## config.mk

```make
export PLATFORM = sky130hd
export DESIGN_NAME = alu_cmd_sequencer_flat
export DESIGN_NICKNAME = d
export VERILOG_FILES = /design/src/rtl/alu_cmd_sequencer_if.sv /design/src/rtl/alu_cmd_sequencer.sv /design/src/flat_wrapper.sv
export SDC_FILE = /design/constraint.sdc
export NUM_CORES = 1
export LEC_CHECK = 0
export ABC_AREA = 0
export BUFFER_PORTS_ARGS = -buffer_cell sky130_fd_sc_hd__clkbuf_2
export CAP_MARGIN = 20
export CORE_ASPECT_RATIO = 0.7
export CORE_MARGIN = 2
export CORE_UTILIZATION = 49
export DETAILED_ROUTE_END_ITERATION = 10
export PLACE_DENSITY = 0.77
export SLEW_MARGIN = 20
export SYNTH_ARGS = -nofsm -noshare
export SYNTH_HDL_FRONTEND = slang
export SYNTH_SLANG_ARGS = --single-unit
```

## constraint.sdc

```tcl
create_clock -name clk -period 2.55 [get_ports clk]
set_clock_uncertainty 0.05 [all_clocks]
set_input_delay 0.51 -clock clk [delete_from_list [all_inputs] [get_ports clk]]
set_output_delay 0.51 -clock clk [all_outputs]
set_load 0.005 [all_outputs]
```

## src/rtl/alu_cmd_sequencer_if.sv

```systemverilog
// Command / ALU / result bundle between an upstream source, alu_cmd_sequencer and custom_alu.
// Optional macro ALU_CHAIN_EN adds the CMD_CHAIN input.
interface alu_cmd_sequencer_if #(
   parameter int WIDTH = 8,
   parameter int OPW   = 4,
   parameter int CNT_W = 16
);
   logic             CMD_VALID;
   logic             CMD_READY;
   logic [OPW-1:0]   CMD_OP;
   logic [WIDTH-1:0] CMD_A;
   logic [WIDTH-1:0] CMD_B;
`ifdef ALU_CHAIN_EN
   logic             CMD_CHAIN;
`endif
   logic [OPW-1:0]   ALU_OP;
   logic [WIDTH-1:0] ALU_A;
   logic [WIDTH-1:0] ALU_B;
   logic [WIDTH-1:0] ALU_Z;
   logic             RES_VALID;
   logic             RES_READY;
   logic [WIDTH-1:0] RES_Z;
   logic [OPW-1:0]   RES_OP;
   logic             RES_ERR;
   logic             BUSY;
   logic [CNT_W-1:0] DONE_CNT;

   // Environment side: command source, ALU model and result sink.
   modport master (
`ifdef ALU_CHAIN_EN
      output CMD_CHAIN,
`endif
      output CMD_VALID, CMD_OP, CMD_A, CMD_B, ALU_Z, RES_READY,
      input  CMD_READY, ALU_OP, ALU_A, ALU_B, RES_VALID, RES_Z, RES_OP,
             RES_ERR, BUSY, DONE_CNT
   );

   // Sequencer side.
   modport slave (
`ifdef ALU_CHAIN_EN
      input  CMD_CHAIN,
`endif
      input  CMD_VALID, CMD_OP, CMD_A, CMD_B, ALU_Z, RES_READY,
      output CMD_READY, ALU_OP, ALU_A, ALU_B, RES_VALID, RES_Z, RES_OP,
             RES_ERR, BUSY, DONE_CNT
   );
endinterface

```

## src/rtl/alu_cmd_sequencer.sv

```systemverilog
// Registers one command onto custom_alu inputs, waits SETTLE_CYCLES, captures Z and hands it off.
// Optional macro ALU_CHAIN_EN: CMD_CHAIN=1 feeds the last good result into ALU_B.
module alu_cmd_sequencer #(
   parameter int WIDTH         = 8,
   parameter int OPW           = 4,
   parameter int NUM_OPS       = 10,
   parameter int SETTLE_CYCLES = 1,   // legal range 1..15
   parameter int CNT_W         = 16
) (
   input logic                clk,
   input logic                rst,
   alu_cmd_sequencer_if.slave bus
);

   typedef enum logic [1:0] {IDLE, SETTLE, RESULT} state_t;

   localparam logic [3:0]       SETTLE_INIT = 4'(SETTLE_CYCLES);
   localparam logic [OPW:0]     OP_LIMIT    = (OPW+1)'(NUM_OPS);
   localparam logic [CNT_W-1:0] CNT_ONE     = {{(CNT_W-1){1'b0}}, 1'b1};

   state_t           state, state_nxt;
   logic [3:0]       settle_cnt;
   logic             illegal;
   logic             accept, capture, handshake;
   logic [WIDTH-1:0] operand_b;

   assign bus.CMD_READY = (state == IDLE) && !rst;
   assign bus.BUSY      = (state != IDLE);

   assign accept    = bus.CMD_VALID && bus.CMD_READY;
   // The counter reaches zero on the edge where it currently holds one.
   assign capture   = (state == SETTLE) && (settle_cnt == 4'd1);
   assign handshake = (state == RESULT) && bus.RES_VALID && bus.RES_READY;

`ifdef ALU_CHAIN_EN
   logic [WIDTH-1:0] last_z;
   assign operand_b = bus.CMD_CHAIN ? last_z : bus.CMD_B;
`else
   assign operand_b = bus.CMD_B;
`endif

   // NOTE: sequential state uses non-blocking assignments so every register samples pre-edge values.
   always_ff @(posedge clk or posedge rst) begin
      if (rst) state <= IDLE;
      else     state <= state_nxt;
   end

   // NOTE: state_nxt gets a default before the case so no path leaves it unassigned (no latch).
   always_comb begin
      state_nxt = state;
      unique case (state)
         IDLE:    if (accept)    state_nxt = SETTLE;
         SETTLE:  if (capture)   state_nxt = RESULT;
         RESULT:  if (handshake) state_nxt = IDLE;
         default:                state_nxt = IDLE;
      endcase
   end

   always_ff @(posedge clk or posedge rst) begin
      if (rst) begin
         bus.ALU_OP    <= '0;
         bus.ALU_A     <= '0;
         bus.ALU_B     <= '0;
         bus.RES_VALID <= 1'b0;
         bus.RES_Z     <= '0;
         bus.RES_OP    <= '0;
         bus.RES_ERR   <= 1'b0;
         bus.DONE_CNT  <= '0;
         settle_cnt    <= '0;
         illegal       <= 1'b0;
`ifdef ALU_CHAIN_EN
         last_z        <= '0;
`endif
      end else begin
         if (accept) begin
            bus.ALU_OP <= bus.CMD_OP;
            bus.ALU_A  <= bus.CMD_A;
            bus.ALU_B  <= operand_b;
            illegal    <= ({1'b0, bus.CMD_OP} >= OP_LIMIT);
            settle_cnt <= SETTLE_INIT;
         end else if (state == SETTLE) begin
            settle_cnt <= settle_cnt - 4'd1;
         end

         if (capture) begin
            bus.RES_Z     <= illegal ? '0 : bus.ALU_Z;
            bus.RES_OP    <= bus.ALU_OP;
            bus.RES_ERR   <= illegal;
            bus.RES_VALID <= 1'b1;
         end

         if (handshake) begin
            bus.RES_VALID <= 1'b0;
            bus.DONE_CNT  <= bus.DONE_CNT + CNT_ONE;
`ifdef ALU_CHAIN_EN
            if (!bus.RES_ERR) last_z <= bus.RES_Z;
`endif
         end
      end
   end

endmodule

```

## src/flat_wrapper.sv

```systemverilog
// flat-port wrapper written by rule: the top's interface ports become plain ports
module alu_cmd_sequencer_flat 
#(
   parameter int WIDTH         = 8,
   parameter int OPW           = 4,
   parameter int NUM_OPS       = 10,
   parameter int SETTLE_CYCLES = 1,                       
   parameter int CNT_W         = 16
)
  (clk, rst, bus_CMD_VALID, bus_CMD_OP, bus_CMD_A, bus_CMD_B, bus_ALU_Z, bus_RES_READY, bus_CMD_READY, bus_ALU_OP, bus_ALU_A, bus_ALU_B, bus_RES_VALID, bus_RES_Z, bus_RES_OP, bus_RES_ERR, bus_BUSY, bus_DONE_CNT);
  alu_cmd_sequencer_if #(.WIDTH(WIDTH), .OPW(OPW), .CNT_W(CNT_W)) bus_i ();
  input logic clk;
  input logic rst;
  input wire logic [$bits(bus_i.CMD_VALID)-1:0] bus_CMD_VALID;
  input wire logic [$bits(bus_i.CMD_OP)-1:0] bus_CMD_OP;
  input wire logic [$bits(bus_i.CMD_A)-1:0] bus_CMD_A;
  input wire logic [$bits(bus_i.CMD_B)-1:0] bus_CMD_B;
  input wire logic [$bits(bus_i.ALU_Z)-1:0] bus_ALU_Z;
  input wire logic [$bits(bus_i.RES_READY)-1:0] bus_RES_READY;
  output wire logic [$bits(bus_i.CMD_READY)-1:0] bus_CMD_READY;
  output wire logic [$bits(bus_i.ALU_OP)-1:0] bus_ALU_OP;
  output wire logic [$bits(bus_i.ALU_A)-1:0] bus_ALU_A;
  output wire logic [$bits(bus_i.ALU_B)-1:0] bus_ALU_B;
  output wire logic [$bits(bus_i.RES_VALID)-1:0] bus_RES_VALID;
  output wire logic [$bits(bus_i.RES_Z)-1:0] bus_RES_Z;
  output wire logic [$bits(bus_i.RES_OP)-1:0] bus_RES_OP;
  output wire logic [$bits(bus_i.RES_ERR)-1:0] bus_RES_ERR;
  output wire logic [$bits(bus_i.BUSY)-1:0] bus_BUSY;
  output wire logic [$bits(bus_i.DONE_CNT)-1:0] bus_DONE_CNT;
  assign bus_i.CMD_VALID = bus_CMD_VALID;
  assign bus_i.CMD_OP = bus_CMD_OP;
  assign bus_i.CMD_A = bus_CMD_A;
  assign bus_i.CMD_B = bus_CMD_B;
  assign bus_i.ALU_Z = bus_ALU_Z;
  assign bus_i.RES_READY = bus_RES_READY;
  assign bus_CMD_READY = bus_i.CMD_READY;
  assign bus_ALU_OP = bus_i.ALU_OP;
  assign bus_ALU_A = bus_i.ALU_A;
  assign bus_ALU_B = bus_i.ALU_B;
  assign bus_RES_VALID = bus_i.RES_VALID;
  assign bus_RES_Z = bus_i.RES_Z;
  assign bus_RES_OP = bus_i.RES_OP;
  assign bus_RES_ERR = bus_i.RES_ERR;
  assign bus_BUSY = bus_i.BUSY;
  assign bus_DONE_CNT = bus_i.DONE_CNT;
  alu_cmd_sequencer #(.WIDTH(WIDTH), .OPW(OPW), .NUM_OPS(NUM_OPS), .SETTLE_CYCLES(SETTLE_CYCLES), .CNT_W(CNT_W)) u_core (.clk(clk), .rst(rst), .bus(bus_i));
endmodule
```

## After elaboration in Yosys (flattened, before gate mapping)

Cells that the tools add are included.

| word-level totals | value |
|---|---|
| flip-flop bits (word level) | 57 |

| operators by class | value |
|---|---|
| $add $sub $neg | 2 |
| reduce and logical (&&, ||, !) cells | 11 |
| equal/unequal tests | 6 |
| muxes and demuxes | 9 |
| $lt $le $gt $ge | 1 |

Operator list:

| cell | number |
|---|---|
| 16-bit by 1-bit adder with 16-bit output (second input constant) | 1 |
| 4-bit two-way mux | 2 |
| 8-bit two-way mux | 1 |
| 2-bit two-way mux | 3 |
| 2-bit by 1-bit inequality test with 1-bit output (second input constant) | 3 |
| 2-bit one-hot mux with 3 select lines | 1 |
| 2-bit nonzero test | 3 |
| 1-bit logical AND | 5 |
| 4-bit by 1-bit equality test with 1-bit output (second input constant) | 1 |
| 4-bit greater-or-equal comparator (second input constant) | 1 |
| 4-bit by 1-bit subtractor with 4-bit output (second input constant) | 1 |
| 3-bit AND reduction | 1 |
| 2-bit by 1-bit equality test with 1-bit output (second input constant) | 1 |
| 2-bit equality test (second input constant) | 1 |
| 2-bit zero test | 1 |
| 1-bit two-way mux | 2 |
| 1-bit zero test | 1 |

## Longest topological paths before layout

| logic depth | value |
|---|---|
| word-level depth | 5 |
| depth in mapped cells | 7 |
| mapped depth without buffers | 6 |

## Worst setup path before layout

No wires, ideal clock.

| timing | value |
|---|---|
| path type | input -> register |
| start | input bus_RES_READY |
| end | register u_core.bus.DONE_CNT[14] in the netlist's numbering |
| stages | 5 |
| slack | 868 ps |
| setup time | 79 ps |
| arrival | 1553 ps |
| data required time | 2421 ps |
| path buffers | 1 |
| cell sequence | nand4b_4 or3_1 buf_6 nor4_4 xor2_1 |

| on the way | value |
|---|---|
| longest elaborated chain between the ends | 1 |

Ends and longest elaborated chain:

| element | RTL line | RTL |
|---|---|---|
| from (decl) | flat_wrapper.sv:19 | `input wire logic [$bits(bus_i.RES_READY)-1:0] bus_RES_READY;` |
| 1-bit logical AND | alu_cmd_sequencer.sv:33 | `assign handshake = (state == RESULT) && bus.RES_VALID && bus.RES_READY;` |
| to (signal assigned) | alu_cmd_sequencer.sv:94 | `bus.DONE_CNT <= bus.DONE_CNT + CNT_ONE;` |
| to (decl) | alu_cmd_sequencer_if.sv:45 | `RES_ERR, BUSY, DONE_CNT` |

No other way between the ends.
A chain may end at the register's enable or synchronous reset.

## Worst setup path after layout

| timing | value |
|---|---|
| start | register u_core.settle_cnt[1] |
| end | register u_core.bus.RES_OP[3] |

| on the way | value |
|---|---|
| longest elaborated chain between the ends | 2 |

Ends and longest elaborated chain:

| element | RTL line | RTL |
|---|---|---|
| from (decl) | alu_cmd_sequencer.sv:22 | `logic [3:0] settle_cnt;` |
| from (signal assigned) | alu_cmd_sequencer.sv:82 | `settle_cnt <= settle_cnt - 4'd1;` |
| 4-bit by 1-bit equality test with 1-bit output | alu_cmd_sequencer.sv:32 | `assign capture = (state == SETTLE) && (settle_cnt == 4'd1);` |
| 1-bit logical AND | alu_cmd_sequencer.sv:32 |  |
| to (signal assigned) | alu_cmd_sequencer.sv:87 | `bus.RES_OP <= bus.ALU_OP;` |
| to (decl) | alu_cmd_sequencer_if.sv:44 | `output CMD_READY, ALU_OP, ALU_A, ALU_B, RES_VALID, RES_Z, RES_OP,` |

No other way between the ends.

==> results.sh <==
export IMPL_status="finished, final reports clean"
export IMPL_startpoint_type="flop"
export IMPL_fin_cells=400
export IMPL_design_area_um2=3093
export IMPL_drc_errors=0
export IMPL_cp_required_ns=2.72
export IMPL_syn_inst=236
export IMPL_area_growth_pct=28.55
export IMPL_synth_seq_area_share=0.5928
export IMPL_yosys_cell_types_count=30
export IMPL_drt_pass1_iter_count=4
export IMPL_die_area_um2=5496
export IMPL_grt_pass1_wl_mm=8.176
export IMPL_gp_congestion=0.8452
export IMPL_hold_viol=0
export IMPL_viasPerCell=4.663
export IMPL_cts_tree="built"
export IMPL_hpwl_mm=3.491
export IMPL_nFillCells=409
export IMPL_p_total_mw=3.245
export IMPL_multi_input_area_um2=919.6
export IMPL_initial_core_util=0.5059
export IMPL_clkPwrFrac=0.249
export IMPL_hold_class="primary input to async pin"
export IMPL_fin_crit_sh=0.7817
export IMPL_vias=1865
export IMPL_place_inst=384
export IMPL_finalSetupViolations=0
export IMPL_drt_initial_drc_count=65
export IMPL_worstPathArrival_ns=2.16
export IMPL_final_nets=361
export IMPL_intPower_mw=2.185
export IMPL_p_comb_frac=0.292
export IMPL_core_area_um2=4756
export IMPL_worst_setup_path_type="flop to flop"
export IMPL_gr_total_overflow=0
export IMPL_r2r_end="u_core.bus.RES_OP[3]"
export IMPL_fmax_ghz=0.5017
export IMPL_p_sw_mw=1.060
export IMPL_worstRegToRegCells=5
export IMPL_endpoint_kind="flop"
export IMPL_layout_commonest_cell="nand2_1"
export IMPL_cts_max_level=3
export IMPL_hold_ws_ns=0.08908
export IMPL_synth_seq_cells=57
export IMPL_cts_buffers=9
export IMPL_vdd_drop_max_mv=0.4955
export IMPL_dpl_cell_area_um2=2904
export IMPL_slew_headroom=0.5797
export IMPL_syn_avg_cell_area_um2=10.20
export IMPL_clk_path_buf_depth=2
export IMPL_slew_viol_final=0
export IMPL_post_cts_resized=0
export IMPL_tns_ns=0
export IMPL_min_period_ns=1.993
export IMPL_drtAntennaViolNets=0
export IMPL_cp_max_fo=22
export IMPL_grt_max_degree=25
export IMPL_fp_row_count=21
export IMPL_drive_gt1_frac=0.3384
export IMPL_clk_latency_ns=0.33
export IMPL_cts_num_sinks=57
export IMPL_layout_common_cells="nand2_1, clkbuf_2, dfrtp_1"
export IMPL_yosys_warnings=0
export IMPL_rsz0062_at_grt="no"
export IMPL_p_seq_frac=0.459
export IMPL_pin_count=84
export IMPL_antenna_found_initial=0
export IMPL_synthesis_nets=271
export IMPL_tightest_slew_ns=0.6289
export IMPL_antennaDiodeCount=0
export IMPL_swShare=0.3266
export IMPL_die_h_um=62.63
export IMPL_synth_area_leader_cell="dfrtp_1"
export IMPL_yosysTopAreaCellShare=0.5928
export IMPL_regToRegSetupSlack_ns=0.56
export IMPL_first_global_vias=1753
export IMPL_path_clk_slew_ns=0.06
export IMPL_timing_rr_start="u_core.settle_cnt[1]"
export IMPL_cts_hold_buf=0
export IMPL_power_density_nw_per_um2=1049
export IMPL_grt_usage=0.2008
export IMPL_synth_area_um2=2406
export IMPL_die_x_um=87.76
export IMPL_avgRoutedWirePerCell_um=11.88
export IMPL_p_leak_nw=1.696
export IMPL_regArea_um2=1426
export IMPL_max_cap_violations=0
export IMPL_wirelength_mm=4.753
export IMPL_cts_root_buf="clkbuf_8"
export IMPL_synth_area_leaders="dfrtp_1, nand2_1, xnor2_1"
export IMPL_io_buffers=83
export IMPL_cts_setup_buffers=0
## power by group through the flow
stage	registers (mW)	clock network, mW	logic (mW)
after floorplan	1.47	0	0.542
after global placement	1.49	0	0.941
after detailed placement	1.50	0	0.972
after CTS	1.49	0.832	0.972
after global routing	1.53	0.885	1.11
final	1.49	0.807	0.949
## worst max-delay path: stages (launching register included)
cell     delay (ns)
dfrtp_1        0.39
inv_1          0.08
ha_1           0.14
nor3b_1        0.33
nand2_1        0.46
mux2_2         0.42
## routing by layer
metal | GRT usage | vias up | wire length (µm) | share of wire
li1 | - | 941 | - | -
met1 | 0.2640 | 856 | 2248 | 0.47
met2 | 0.2831 | 63 | 2049 | 0.43
met3 | 0.1149 | 5 | 410 | 0.086
met4 | 0.05769 | 0 | 44 | 0.0093
met5 | 0 | - | 0 | 0
## cell usage after synthesis
cell / instances
buf_1: 1
nand3_1: 5
o21ai_0: 11
a211oi_1: 1
nor3_1: 3
xor2_1: 8
nor4_1: 3
and3_1: 1
nor4_4: 1
dfrtp_1: 57
nor4_2: 1
nand4b_4: 1
nand4_1: 4
nor2_1: 6
or2_2: 1
nand2b_1: 9
inv_1: 5
xnor2_1: 10
and2_1: 1
and2b_1: 1
mux2_2: 5
a21oi_1: 1
nand3b_1: 1
or3_1: 1
buf_6: 1
nand2_1: 84
nor3_2: 1
clkbuf_1: 7
nor3b_1: 2
ha_1: 3
## sequential cells by signal, indices dropped and copies added (netlist names)
signal and flops:
u_core.bus.DONE_CNT 16, u_core.bus.ALU_A 8, u_core.bus.ALU_B 8, u_core.bus.RES_Z 8, u_core.bus.ALU_OP 4, u_core.bus.RES_OP 4, u_core.settle_cnt 4, u_core.state 2
u_core.bus.RES_ERR 1, u_core.bus.RES_VALID 1, u_core.illegal 1
## metrics by stage
stage	utilization	worst slack, ns
after floorplan	-	0.5904
after global placement	0.6106	0.6755
after detailed placement	0.6106	0.5223
after CTS	0.6504	0.5075
after global routing	0.6504	0.3636
final	0.6504	0.5567
## logic make-up after synthesis
logic type      after synthesis  synth area share
mux                           5           0.02340
simple gates                126            0.2496
compound gates               13           0.02808
flops                        57            0.5928
fa+ha+maj                     3           0.01560
xor+xnor                     18           0.06552
buf+inv                      14           0.02496
## worst max-delay path by stage
stage	start	end	slack, ns
2_1_floorplan	rst	u_core.bus.ALU_A[0]	0.59
3_3_place_gp	bus_RES_READY	u_core.bus.DONE_CNT[14]	0.68
3_5_place_dp	u_core.settle_cnt[1]	u_core.bus.RES_OP[3]	0.52
4_1_cts	u_core.settle_cnt[1]	u_core.bus.RES_OP[3]	0.51
5_1_grt	u_core.settle_cnt[1]	u_core.bus.RES_OP[2]	0.36
6_report	u_core.settle_cnt[1]	u_core.bus.RES_OP[3]	0.56
## layout make-up
type / count / share of cell area
Sequential cell: 57 / 0.4612
Multi-Input combinational cell: 165 / 0.2973
Timing Repair Buffer: 88 / 0.1464
Clock buffer: 13 / 0.04814
Tap cell: 69 / 0.02791
Clock inverter: 3 / 0.01294
Inverter: 5 / 0.006068
(Power assumes the default switching activity.)
